$ cat config.mk
export PLATFORM = sky130hd
export DESIGN_NAME = serial_subtractor
export DESIGN_NICKNAME = d
export VERILOG_FILES = /design/src/rtl/serial_subtractor_pkg.sv /design/src/rtl/full_subtractor.sv /design/src/rtl/serial_subtractor.sv
export SDC_FILE = /design/constraint.sdc
export NUM_CORES = 1
export LEC_CHECK = 0
export ABC_AREA = 1
export BUFFER_PORTS_ARGS = -buffer_cell sky130_fd_sc_hd__buf_2
export CAP_MARGIN = 40
export CORE_UTILIZATION = 57
export CTS_BUF_LIST = sky130_fd_sc_hd__clkbuf_8
export DETAILED_ROUTE_END_ITERATION = 6
export GPL_TIMING_DRIVEN = 0
export PLACE_DENSITY = 0.93
export SYNTH_ARGS = -nofsm -noshare
export SYNTH_HDL_FRONTEND = slang
export SYNTH_SLANG_ARGS = --single-unit
export TNS_END_PERCENT = 1
$ cat constraint.sdc
create_clock -name clk -period 1.5 [get_ports clk]
set_input_delay 0.225 -clock clk [delete_from_list [all_inputs] [get_ports clk]]
set_output_delay 0.225 -clock clk [all_outputs]
set_load 0.05 [all_outputs]
$ cat src/rtl/serial_subtractor_pkg.sv
// serial_subtractor_pkg: shared state encoding and sizing helpers for the bit-serial subtractor
package serial_subtractor_pkg;
  typedef enum logic [1:0] {IDLE, RUN, FIN} state_t;
  localparam int DEF_WIDTH = 8;
  localparam int CNT_W = $clog2(DEF_WIDTH);
  function automatic int cnt_width(input int w);
    return (w < 2) ? 1 : $clog2(w);
  endfunction
endpackage

$ cat src/rtl/full_subtractor.sv
// full_subtractor: one-bit difference and borrow cell
module full_subtractor (
  input  logic x,
  input  logic y,
  input  logic bin,
  output logic dif,
  output logic bout
);
  assign dif  = x ^ y ^ bin;
  assign bout = (~x & y) | (~(x ^ y) & bin);
endmodule

$ cat src/rtl/serial_subtractor.sv
// serial_subtractor: LSB-first unsigned A-B over WIDTH cycles with held result and borrow-out
module serial_subtractor
  import serial_subtractor_pkg::*;
#(
  parameter int WIDTH = DEF_WIDTH
) (
  input  logic             clk,
  input  logic             rst_n,
  input  logic             start,
  input  logic [WIDTH-1:0] a,
  input  logic [WIDTH-1:0] b,
  output logic             busy,
  output logic             done,
  output logic [WIDTH-1:0] d,
  output logic             bo
);
  localparam int CW = cnt_width(WIDTH);
  state_t           state, state_nx;
  logic [CW-1:0]    cnt;
  logic             br;
  logic [WIDTH-1:0] sa, sb, sr;
  logic             dif, bout, last, load;
  logic [WIDTH-1:0] sr_nx;
  full_subtractor u_cell (
    .x    (sa[0]),
    .y    (sb[0]),
    .bin  (br),
    .dif  (dif),
    .bout (bout)
  );
  assign last  = cnt == CW'(WIDTH - 1);
  assign load  = start && state != RUN;
  assign sr_nx = {dif, sr[WIDTH-1:1]};
  always_comb
    state_nx = (state == RUN) ? (last ? FIN : RUN) : (start ? RUN : IDLE);
  // a load from FIN restarts immediately, giving the WIDTH+1 cycle back-to-back rate
  always_ff @(posedge clk or negedge rst_n) begin
    if (!rst_n) begin
      state <= IDLE;
      cnt   <= '0;
      br    <= 1'b0;
      sa    <= '0;
      sb    <= '0;
      sr    <= '0;
      d     <= '0;
      bo    <= 1'b0;
    end else begin
      state <= state_nx;
      if (load) begin
        sa  <= a;
        sb  <= b;
        br  <= 1'b0;
        cnt <= '0;
      end else if (state == RUN) begin
        sa  <= sa >> 1;
        sb  <= sb >> 1;
        br  <= bout;
        sr  <= sr_nx;
        cnt <= cnt + CW'(1);
        if (last) begin
          d  <= sr_nx;
          bo <= bout;
        end
      end
    end
  end
  assign busy = state == RUN;
  assign done = state == FIN;
endmodule
==> impl_results.md <==
- Total number of vias: 1393
- Power per cell area: 2300 mW/mm²
- Clk_lat worst skew: 280 ps
- Pins Over Slew Limit: 0
- Synth area leader: dfrtp_1
- Hold_ws: 29.1 ps
- Syn Area/Cell: approximately 9.7 µm²
- Max Cap Viol: 0
- Syn Std Cell Area: 0.00177 mm²
- Worst Hold Class: in2async
- Flop pwr share: 0.369
- Start-to-end type of the worst setup path: reg2out
- Htree depth: 2
- Worst-path clk slew: 70 ps
- Worst Max-Slew Pin Slew: roughly 800 ps
- Overflow after GRT: 0
- Initial antenna violation count: 0
- Placed instance count: 242
- Sw Share: 0.429
- Most frequent cells in the layout: nand2_1 (56), nand3_1 (37), dfrtp_1 (37), buf_2 (30), nand3_2 (13)
- TritonCTS Buffers: 5
- Worst Path Max Fanout: 10
- Layout Nets: 241
- Cells after Synth: 183
- Crit path time final: 1410 ps
- Delay of the slowest critical-path stage: approximately 400 ps
- Largest net degree at the start of global routing: 39
- DRC: 0
- YS warnings: 0
- ANT cells: 0
- Setup TNS: 0 ps
- Rows: 19
- Tot Pwr: 4.71 mW
- Share of the synthesized area in the top cell type: 0.538
- Die Ht: 57.7 µm
- Pleak: 1.08 nW
- R2R Setup Slk: approximately 190 ps
- Fin cells: 251
- Setup violations, final: 0
- RSZ-0062 raised after global routing: false
- Crit. End Element: output pin
- Core Box Area: 0.00285 mm²
- GPL Wtd Cong: 0.726
- R2r worst-path depth: 7
- Syn Nets: 205
- Worst EP required: between 1000 and 1500 ps
- Critical path buffers and inverters: 3
- Worst Setup Start Kind: flip-flop
- Root Buffer: clkbuf_8
- Die width: a little under 60 µm
- Average wire per standard cell: about 13 µm
- Top cells by area, synth: dfrtp_1 (54%), nand2_1 (12%), nand3_1 (10%)
- Kind of cell adding the most delay to the critical path: flip-flops
- Commonest non-fill, non-tap cell in the layout: nand2_1
- Fin crit share: 0.941
- Post-synthesis cell type count: 19
- Detailed placement HPWL: 2230 µm
- Worst vdd ir: between 0.001 and 0.0015 V
- Outcome: finished, final reports clean
- Critical path cell sequence: inv_2 -> nor2_4 -> buf_6 -> buf_4
- Initial Util: 0.619
- Antenna-violating nets left: 0
- Clk pwr share: 0.148
- Worst slew margin: 0.465
- Via density: 5.55
- R2r startpoint: cnt[0]
- Gr usage total: 0.235
- I/O pin count: 30
- Register area share after synthesis: 0.538
- Final hold violations: 0
- Sink Count: 38
- PortBufs: 28
- Fmax: 708 MHz
- DRT Pass-1 Iters: 4
- Number of global-route vias before repair: approximately 1300
- Final WL: 3360 µm
- TritonCTS clock tree: done
- Crit Reg-Reg Endpoint: d[3]
- Die area: 0.00333 mm²
- Share of cells above drive strength 1: 0.305
- Worst-case clock buffer depth: 2
- Worst EP arrival: around 1200 ps
- FILL cells: 210
- Psw: 2.02 mW
- Number of DRC markers in iteration 0: 54
- Synth-to-Final Area Change: 15.9%
- Final core utilization: 0.718
- Slowest cell on the critical path: dfrtp_2
- Clock Skew: approximately 3.9 ps
- FF+latch count, synth: 38
- P_int: 2.69 mW
- First-pass GRT wire length: between 5000 and 6000 µm
- Logic pwr share: 0.483
==> synthesized netlist by cell type <==
library cell,number
a21oi_1,1
buf_12,2
buf_2,3
buf_4,2
buf_6,5
dfrtp_1,38
fa_1,1
ha_1,2
inv_1,8
inv_2,2
nand2_1,56
nand2_2,1
nand2_4,1
nand3_1,37
nand3_2,13
nor2_1,2
nor2_4,1
o21ai_0,3
o21ai_1,5
==> cell families (layout without fill, tap and decap cells) <==
family	after synthesis	count (layout)	synth area share
buffers and inverters	22	59	0.0928
adders and majority gates	3	3	0.0255
DFF	38	38	0.538
and+or+nand+nor	111	111	0.318
AOI/OAI and AO/OA	9	9	0.0255
==> through the flow <==
stage / setup WS, ps / area, µm²
3_5_place_dp: 195 / 1950
5_1_grt: 25.1 / 2050
2_1_floorplan: 183 / 1770
3_3_place_gp: 195 / 1950
6_report: 88.3 / 2050
4_1_cts: 43.9 / 2050
==> layout make-up <==
class / instances / area [µm²] / share of cell area
plain buffers: 12 / 126 / 0.0617
clock buffers: 6 / 82.6 / 0.0403
clock inverters: 2 / 8.76 / 0.00428
inverters: 10 / 37.5 / 0.0183
multi-input cells: 123 / 652 / 0.318
flip-flops and latches: 38 / 952 / 0.465
well taps: 31 / 38.8 / 0.0189
repair buffers: 29 / 150 / 0.0733
==> power by group through the flow <==
stage	logic (mW)	registers (mW)	clock network (mW)
after floorplan	1.39	2.07	0
after global placement	2.15	1.72	0
after detailed placement	2.20	1.75	0
after CTS	2.26	1.73	0.705
after global routing	2.51	1.79	0.747
final	2.28	1.74	0.697
==> state kept, by name, indices dropped and copies added, names as in the netlist <==
signal,count
state,2
cnt,3
sa,8
br,1
d,8
sb,8
bo,1
sr,7
==> metal layers <==
metal  GRT usage  wire length, µm  up-vias
li1            -                -      666
met1       0.314             1480      677
met2       0.365             1660       45
met3      0.0536              184        5
met4       0.119               40        0
met5           0                0        -
==> worst max-delay path by stage <==
stage	from	slack [ps]	end	cells after the start
finish	state[0]	90	busy	4
global placement	state[0]	190	busy	4
detailed placement	state[0]	200	busy	4
floorplan	state[1]	180	done	2
global route	state[0]	30	busy	4
CTS	state[0]	40	busy	4
==> timing repair <==
item	in CTS	in global routing
hold buffers	0	0
buffers inserted	1	0
cloned	0	0
resized for setup	1	1
endpoints found under the setup margin	1	1
pin swaps	1	0
(Power assumes the default switching activity.)
